### src/rtl/ps2_key_sequencer.sv
// ============================================================================
// Module      : ps2_key_sequencer
// Description : Drains PS/2 set-2 scan codes from the receiver FIFO, resolves
//               E0/F0 prefixes, tracks Shift/CapsLock and emits one ASCII key
//               event per make/break over a valid/ready handshake.
// Revision    : 1.0 - initial release
// ============================================================================
`timescale 1ns/1ps
`default_nettype none

module ps2_key_sequencer #(
   parameter int         POP_GAP     = 2,
   parameter logic [7:0] CAPS_CODE   = 8'h58,
   parameter logic [7:0] LSHIFT_CODE = 8'h12,
   parameter logic [7:0] RSHIFT_CODE = 8'h59
) (
   input  logic       clk,
   input  logic       clrn,
   input  logic [7:0] kb_data,
   input  logic       kb_ready,
   input  logic       kb_overflow,
   output logic       nextdata_n,
   output logic [7:0] rom_addr,
   input  logic [7:0] rom_q,
   output logic       ev_valid,
   input  logic       ev_ready,
   output logic [7:0] ev_code,
   output logic [7:0] ev_ascii,
   output logic       ev_make,
   output logic       ev_ext,
   output logic       caps_lock,
   output logic       shift,
   output logic [7:0] make_count,
   output logic       ovf_err,
   input  logic       err_clr
);

   typedef enum logic [2:0] {
      ST_IDLE     = 3'd0,
      ST_POP      = 3'd1,
      ST_GAP      = 3'd2,
      ST_DECODE   = 3'd3,
      ST_ROM_WAIT = 3'd4,
      ST_ROM_DATA = 3'd5,
      ST_EMIT     = 3'd6
   } state_t;

   localparam int            C_GW       = (POP_GAP > 1) ? $clog2(POP_GAP) : 1;
   localparam logic [C_GW-1:0] C_GAP_LAST = C_GW'(POP_GAP - 1);
   localparam logic [7:0]    C_PFX_EXT  = 8'hE0;
   localparam logic [7:0]    C_PFX_BRK  = 8'hF0;

   state_t          r_state;
   state_t          w_next;
   logic [7:0]      r_byte;
   logic [C_GW-1:0] r_gap_cnt;
   logic            r_ext_f;
   logic            r_brk_f;
   logic            r_lshift;
   logic            r_rshift;
   logic            r_caps;
   logic            r_caps_held;
   logic            r_caps_lock;
   logic            r_shift;
   logic [7:0]      r_rom_addr;
   logic [7:0]      r_ev_code;
   logic [7:0]      r_ev_ascii;
   logic            r_ev_make;
   logic            r_ev_ext;
   logic [7:0]      r_make_count;
   logic            r_ovf_err;

   logic            w_nextdata_n;
   logic            w_ev_valid;
   logic            w_is_prefix;
   logic            w_make;
   logic            w_rom_lookup;
   logic            w_is_lower;
   logic [7:0]      w_ascii;

   assign w_is_prefix  = (r_byte == C_PFX_EXT) || (r_byte == C_PFX_BRK);
   assign w_make       = ~r_brk_f;
   assign w_rom_lookup = w_make & ~r_ext_f;
   assign w_is_lower   = (rom_q >= 8'h61) && (rom_q <= 8'h7A);
   assign w_ascii      = (w_is_lower && (r_shift ^ r_caps_lock)) ? (rom_q - 8'h20) : rom_q;

   always_ff @(posedge clk or negedge clrn) begin
      if (!clrn) begin
         r_state <= ST_IDLE;
      end else begin
         r_state <= w_next;
      end
   end

   always_comb begin
      w_next       = r_state;
      w_nextdata_n = 1'b1;
      w_ev_valid   = 1'b0;
      case (r_state)
         ST_IDLE: begin
            if (kb_ready) w_next = ST_POP;
         end
         ST_POP: begin
            w_nextdata_n = 1'b0;
            w_next       = ST_GAP;
         end
         ST_GAP: begin
            if (r_gap_cnt == C_GAP_LAST) w_next = ST_DECODE;
         end
         ST_DECODE: begin
            if (w_is_prefix)       w_next = ST_IDLE;
            else if (w_rom_lookup) w_next = ST_ROM_WAIT;
            else                   w_next = ST_EMIT;
         end
         ST_ROM_WAIT: w_next = ST_ROM_DATA;
         ST_ROM_DATA: w_next = ST_EMIT;
         ST_EMIT: begin
            w_ev_valid = 1'b1;
            if (ev_ready) w_next = ST_IDLE;
         end
         default: w_next = ST_IDLE;
      endcase
   end

   always_ff @(posedge clk or negedge clrn) begin
      if (!clrn) begin
         r_byte       <= 8'h00;
         r_gap_cnt    <= '0;
         r_ext_f      <= 1'b0;
         r_brk_f      <= 1'b0;
         r_lshift     <= 1'b0;
         r_rshift     <= 1'b0;
         r_caps       <= 1'b0;
         r_caps_held  <= 1'b0;
         r_caps_lock  <= 1'b0;
         r_shift      <= 1'b0;
         r_rom_addr   <= 8'h00;
         r_ev_code    <= 8'h00;
         r_ev_ascii   <= 8'h00;
         r_ev_make    <= 1'b0;
         r_ev_ext     <= 1'b0;
         r_make_count <= 8'h00;
         r_ovf_err    <= 1'b0;
      end else begin
         // Modifier outputs trail the internal modifier state by one clock.
         r_shift     <= r_lshift | r_rshift;
         r_caps_lock <= r_caps;

         case (r_state)
            ST_IDLE: begin
               if (kb_ready) r_byte <= kb_data;
            end
            ST_POP: r_gap_cnt <= '0;
            ST_GAP: r_gap_cnt <= r_gap_cnt + 1'b1;
            ST_DECODE: begin
               if (r_byte == C_PFX_EXT) begin
                  r_ext_f <= 1'b1;
               end else if (r_byte == C_PFX_BRK) begin
                  r_brk_f <= 1'b1;
               end else begin
                  r_ev_code <= r_byte;
                  r_ev_make <= w_make;
                  r_ev_ext  <= r_ext_f;
                  if (w_rom_lookup) r_rom_addr <= r_byte;
                  else              r_ev_ascii <= 8'h00;
                  if (!r_ext_f) begin
                     if (r_byte == LSHIFT_CODE) r_lshift <= w_make;
                     if (r_byte == RSHIFT_CODE) r_rshift <= w_make;
                     // caps_held blocks typematic repeats from re-toggling.
                     if (r_byte == CAPS_CODE) begin
                        if (w_make && !r_caps_held) begin
                           r_caps      <= ~r_caps;
                           r_caps_held <= 1'b1;
                        end else if (!w_make) begin
                           r_caps_held <= 1'b0;
                        end
                     end
                  end
               end
            end
            ST_ROM_DATA: r_ev_ascii <= w_ascii;
            ST_EMIT: begin
               if (ev_ready) begin
                  r_ext_f <= 1'b0;
                  r_brk_f <= 1'b0;
                  if (r_ev_make) r_make_count <= r_make_count + 8'd1;
               end
            end
            default: ;
         endcase

         if (err_clr) r_ovf_err <= 1'b0;
         // Overflow corrupts any partial prefix sequence; it wins over err_clr.
         if (kb_overflow) begin
            r_ovf_err <= 1'b1;
            r_ext_f   <= 1'b0;
            r_brk_f   <= 1'b0;
         end
      end
   end

   assign nextdata_n = w_nextdata_n;
   assign ev_valid   = w_ev_valid;
   assign rom_addr   = r_rom_addr;
   assign ev_code    = r_ev_code;
   assign ev_ascii   = r_ev_ascii;
   assign ev_make    = r_ev_make;
   assign ev_ext     = r_ev_ext;
   assign caps_lock  = r_caps_lock;
   assign shift      = r_shift;
   assign make_count = r_make_count;
   assign ovf_err    = r_ovf_err;

endmodule

`default_nettype wire

### config.mk
export PLATFORM = sky130hd
export DESIGN_NAME = ps2_key_sequencer
export DESIGN_NICKNAME = d
export VERILOG_FILES = /design/src/rtl/ps2_key_sequencer.sv
export SDC_FILE = /design/constraint.sdc
export NUM_CORES = 1
export LEC_CHECK = 0
export BUFFER_PORTS_ARGS = -buffer_cell sky130_fd_sc_hd__clkbuf_2
export CORE_UTILIZATION = 47
export DETAILED_ROUTE_END_ITERATION = 10
export PLACE_DENSITY = 0.75
export SLEW_MARGIN = 20
export SYNTH_ARGS = -nofsm -noshare
export SYNTH_HDL_FRONTEND = slang
export SYNTH_SLANG_ARGS = --single-unit
### constraint.sdc
create_clock -name clk -period 1.6 [get_ports clk]
set_input_delay 0.24 -clock clk [delete_from_list [all_inputs] [get_ports clk]]
set_output_delay 0.24 -clock clk [all_outputs]
set_load 0.03 [all_outputs]
# Yosys cells after proc, flatten, opt, wreduce, memory -nomap -nowiden
# Cells that the tools add are included.
# word_totals
output_inout_bits	39
in_bits	22
wordCells	101
register_bits	55
# op_classes
muxes	26
n_reduce_logical	23
n_eq_ne	21
n_addsub	3
bitwise_logic	8
order_cmp	2
# op_table
op	count
$mux 8	4
$pmux 3 s7	1
$eq 8x7->1 const B	2
$eq 8x8->1 const B	2
$pmux 8 s2	1
$mux 1	12
$mux 3	4
$ne 2x2->1 const B	6
$ne 3x3->1 const B	4
$reduce_and 3->1	4
$reduce_and 4->1	3
$reduce_and 6->1	2
$reduce_and 5->1	2
$eq 3x3->1 const B	3
$add 8x1->8 const B	1
$eq 8x5->1 const B	1
$ge 8x7->1 const B	1
$le 8x7->1 const B	1
$reduce_bool 2->1	4
$sub 8x6->8 const B	1
$eq 3x2->1 const B	2
$pmux 1 s2	3
$not 1->1	5
$eq 3x1->1 const B	1
11 further kinds	13

# Logic depth before layout (Yosys ltp)
# depth
depth_word	6
ltp_mapped	6
ltp_nobuf	5

# Worst setup path before layout
# Ideal clock, no wire load.
# synth_path
path_type	flip-flop to flip-flop
start	register r_state[0]
end	register r_make_count[6] (netlist: make_count[6])
path_slack_ns	-0.018
setup_ns	0.080
path_buffers	1
synth_period_minus_slack_ns	1.618
path_stages_with_launch	7
required_ns	1.520
arrival_ns	1.537
path_cell_list	dfrtp_1 > buf_6 > nand3b_1 > inv_1 > nand4_1 > nor3_1 > xor2_1
# synth_via
elab_chain_cells	2
# synth_lines
item	line_no	rtl
start: declaration	53	state_t r_state;
start signal: assignment	91	r_state <= w_next;
$eq 3x3->1	149	case (r_state)
$reduce_and 3->1 (no line)	--	
end signal: assignment	186	if (r_ev_make) r_make_count <= r_make_count + 8'd1;
end: declaration	70	logic [7:0] r_make_count;
# Every way passes these cells.
# A chain may end at the register's enable or synchronous reset.

# Final worst setup path
# layout_path
start	register r_byte[7]
end	register r_rom_addr[3] (netlist: rom_addr[3])
# layout_via
elab_chain_cells	3
word_cells_on_any_way	5
cone_classes	2 x eq/ne; 2 x bitwise; 1 x reduce/logical
# layout_lines
item	line_no	rtl
start: declaration	55	logic [7:0] r_byte;
start signal: assignment	151	if (kb_ready) r_byte <= kb_data;
$eq 8x8->1, on equally long branches	158, 156	
$not 1->1 (no line)	--	
$reduce_and 4->1 (no line) *	--	
end signal: assignment	164	if (w_rom_lookup) r_rom_addr <= r_byte;
end: declaration	65	logic [7:0] r_rom_addr;
# Mark *: on every way between the ends. The rest lies on a longest branch, timed or not.

==> results.sh <==
export IMPL_final_util_pct=64.82
export IMPL_min_period_ps=1584
export IMPL_setup_viol=0
export IMPL_max_clock_freq_ghz=0.6313
export IMPL_synth_top_area_cell="dfrtp_1"
export IMPL_io_pins=61
export IMPL_avgRoutedWirePerCell_um=14.27
export IMPL_skew_ps=5.685
export IMPL_synth_seq_cells=55
export IMPL_vdd_drop_max_mv=1.247
export IMPL_syn_num_nets=215
export IMPL_drt_initial_drc_count=57
export IMPL_ys_seq_area_share_pct=55.70
export IMPL_dp_hpwl_mm=3.815
export IMPL_cts_inserted_buffers=5
export IMPL_drtAntennaViolNets=0
export IMPL_cp_end_kind="flip-flop"
export IMPL_status="finished clean"
export IMPL_insertedDiodeCount=0
export IMPL_wl_mm=5.138
export IMPL_synth_edf_count=0
export IMPL_critical_path_buf_inv_count=1
export IMPL_min_path_cells=2
export IMPL_fin_crit_sh_pct=99.01
export IMPL_crit_cells=4
export IMPL_fp_dieH_um=74.51
export IMPL_r2r_cells=4
export IMPL_fp_row_count=26
export IMPL_crit_family="flip-flops"
export IMPL_required_ps=1810
export IMPL_cts_tree="yes"
export IMPL_yosys_most_used_dff="dfrtp_1"
export IMPL_coreArea_sq_um=5075
export IMPL_async_flop_share_pct=100.0
export IMPL_track_usage_pct=19.72
export IMPL_htree_levels=2
export IMPL_relSlewSlack_pct=77.79
export IMPL_grt_max_degree=56
export IMPL_startpoint_type="flip-flop"
export IMPL_grt_pass1_vias=1685
export IMPL_io_buffer_count=60
export IMPL_ys_top_cells_by_area="dfrtp_1, mux2_2, mux2_1"
export IMPL_power_density_nw_per_um2=1948
export IMPL_synth_area_sq_um=2471
export IMPL_num_vias=1829
export IMPL_drt_vias_per_instance=5.081
export IMPL_n_fill_cell=405
export IMPL_placed_cells_incl_taps=348
export IMPL_area_growth_pct=33.11
export IMPL_cp_slowest_stage_delay_ps=430
export IMPL_ys_warn_count=0
export IMPL_synthCells=191
export IMPL_worstMarginPinSlew_ps=332.8
export IMPL_cts_root_buf="clkbuf_8"
export IMPL_cts_path_max_buffers=2
export IMPL_finalNonFillerCells=360
export IMPL_grt_pass1_wl_mm=7.928
export IMPL_synth_cell_types=45
export IMPL_whs_ps=126.3
export IMPL_die_x_um=74.51
export IMPL_dieArea_sq_um=5552
export IMPL_cp_arrival_ps=1790
export IMPL_hold_class="input port to flip-flop"
export IMPL_layout_drive_gt1_share_pct=48.97
export IMPL_place_gp_congestion=0.8011
export IMPL_nets=313
export IMPL_criticalPathCategory="flip-flop to flip-flop"
export IMPL_crit_chain="and3b_1, a211o_1, buf_4, mux2_4"
export IMPL_first_pass_iters=4
export IMPL_synth_top_cell_area_share_pct=55.70
export IMPL_max_cap_viol_count=0
export IMPL_clkSinkCount=55
export IMPL_grt_overflow_total=0
export IMPL_start_util_pct=48.69
export IMPL_avgSynthCellArea_sq_um=12.94
export IMPL_rsz0062_at_grt="yes"
export IMPL_crit_fanout=4
export IMPL_antenna_found_initial=0
export IMPL_critPathSlowestCell="dfrtp_1"
export IMPL_drv_slew=0
export IMPL_drc=0
export IMPL_hold_viol=0
export IMPL_cellLeakagePower_uw=0.001641
export IMPL_clk_pin_slew_worst_paths_ps=90
export IMPL_clock_latency_ps=320
stage by stage:
step | TNS, ps | instance area, sq um | power (uW) | setup slack (ps)
6_report | 0 | 3289 | 6408 | 15.88
5_1_grt | -629.7 | 3289 | 6770 | -61.92
4_1_cts | 0 | 3234 | 6370 | 6.930
3_5_place_dp | -63.82 | 3082 | 5382 | -19.38
3_3_place_gp | 0 | 3082 | 5294 | 43.24
2_1_floorplan | 0 | 2471 | 4277 | 2.565
flip-flops by register name, indices dropped and copies added, names as in the netlist:
name / cells
ev_ascii: 8
ev_code: 8
make_count: 8
r_byte: 8
rom_addr: 8
r_state: 3
caps_lock: 1
ev_ext: 1
ev_make: 1
ovf_err: 1
r_brk_f: 1
r_caps: 1
r_caps_held: 1
r_ext_f: 1
r_gap_cnt: 1
r_lshift: 1
r_rshift: 1
shift: 1
final cells by class:
cell class	instances	area [sq um]	share of cell area (%)
Clock buffer	6	82.58	2.510
Clock inverter	2	35.03	1.065
Inverter	10	37.54	1.141
Multi-Input combinational cell	120	1051	31.95
Sequential cell	55	1378	41.88
Tap cell	70	87.58	2.663
Timing Repair Buffer	97	618.1	18.79
worst reg2reg max path: stages (launching register included):
cell and delay (ps):
dfrtp_1 430, and3b_1 220, a211o_1 350, buf_4 180
mux2_4 290
power by group:
| part | switching, uW | internal (uW) | leakage (uW) | total [uW] |
|---|---|---|---|---|
| clock network | 439 | 506 | 0.0000612 | 945 |
| registers | 418 | 1940 | 0.000678 | 2360 |
| logic | 1720 | 1380 | 0.000902 | 3110 |
| total | 2580 | 3830 | 0.00164 | 6410 |
synthesized netlist by cell type, types with 3 or more instances:
cell,number
dfrtp_1,55
mux2_2,20
inv_1,10
nand2_1,9
nor2_1,9
o21ai_0,6
a22o_1,5
xor2_1,5
and3b_1,4
mux2_1,4
mux2i_1,4
nand3b_1,4
nor3_1,4
xnor2_1,4
a21o_1,3
buf_6,3
nand3_1,3
nand4_1,3
final timing paths:
check	from	to	slack, ps
max	r_byte[7]$_DFFE_PN0P_	rom_addr[3]$_DFFE_PN0P_	20
min	kb_overflow	r_brk_f$_DFFE_PN0P_	130
max reg2reg	r_byte[7]$_DFFE_PN0P_	rom_addr[3]$_DFFE_PN0P_	20
min reg2reg	r_caps$_DFFE_PN0P_	caps_lock$_DFF_PN0_	400
max in group asynchronous	clrn	make_count[1]$_DFFE_PN0P_	900
min in group asynchronous	clrn	make_count[7]$_DFFE_PN0P_	440
timing repair:
item,in CTS,in global routing
resized for setup,4,7
pin swaps,2,3
setup endpoints to repair,13,21
hold endpoints to repair,55,0
setup buffers,1,2
hold buffers,1,0
layout by cell type (no fill, tap or decap), types with 4 or more instances in the layout:
master     n
mux2_1     4
clkbuf_8   7
clkbuf_2  59
xor2_1     5
dfrtp_1   54
and3b_1    4
mux2_2    20
nand3b_1   4
nand2_1    9
buf_4     33
nor3_1     4
mux2i_1    4
nor2_1     8
inv_1      9
a22o_1     5
xnor2_1    4
o21ai_0    6
metal layers:
layer	share of wire (%)	track usage (%)
met3	3.7	5.149
met4	1.8	8.176
met5	0	0
met2	47	31.93
met1	48	25.18
cells by family (layout without fill, tap and decap cells):
logic type | after synthesis | count (layout) | share of synthesized area, %
adder cells (fa/ha/maj) | 2 | 2 | 1.012
AND/OR/NAND/NOR | 51 | 51 | 13.92
buffers and inverters | 16 | 115 | 3.544
flip-flops | 55 | 55 | 55.70
multiplexers | 30 | 30 | 13.77
XOR/XNOR | 9 | 9 | 3.190
AO/OA/AOI/OAI | 28 | 28 | 8.862
(Power assumes the default switching activity.)
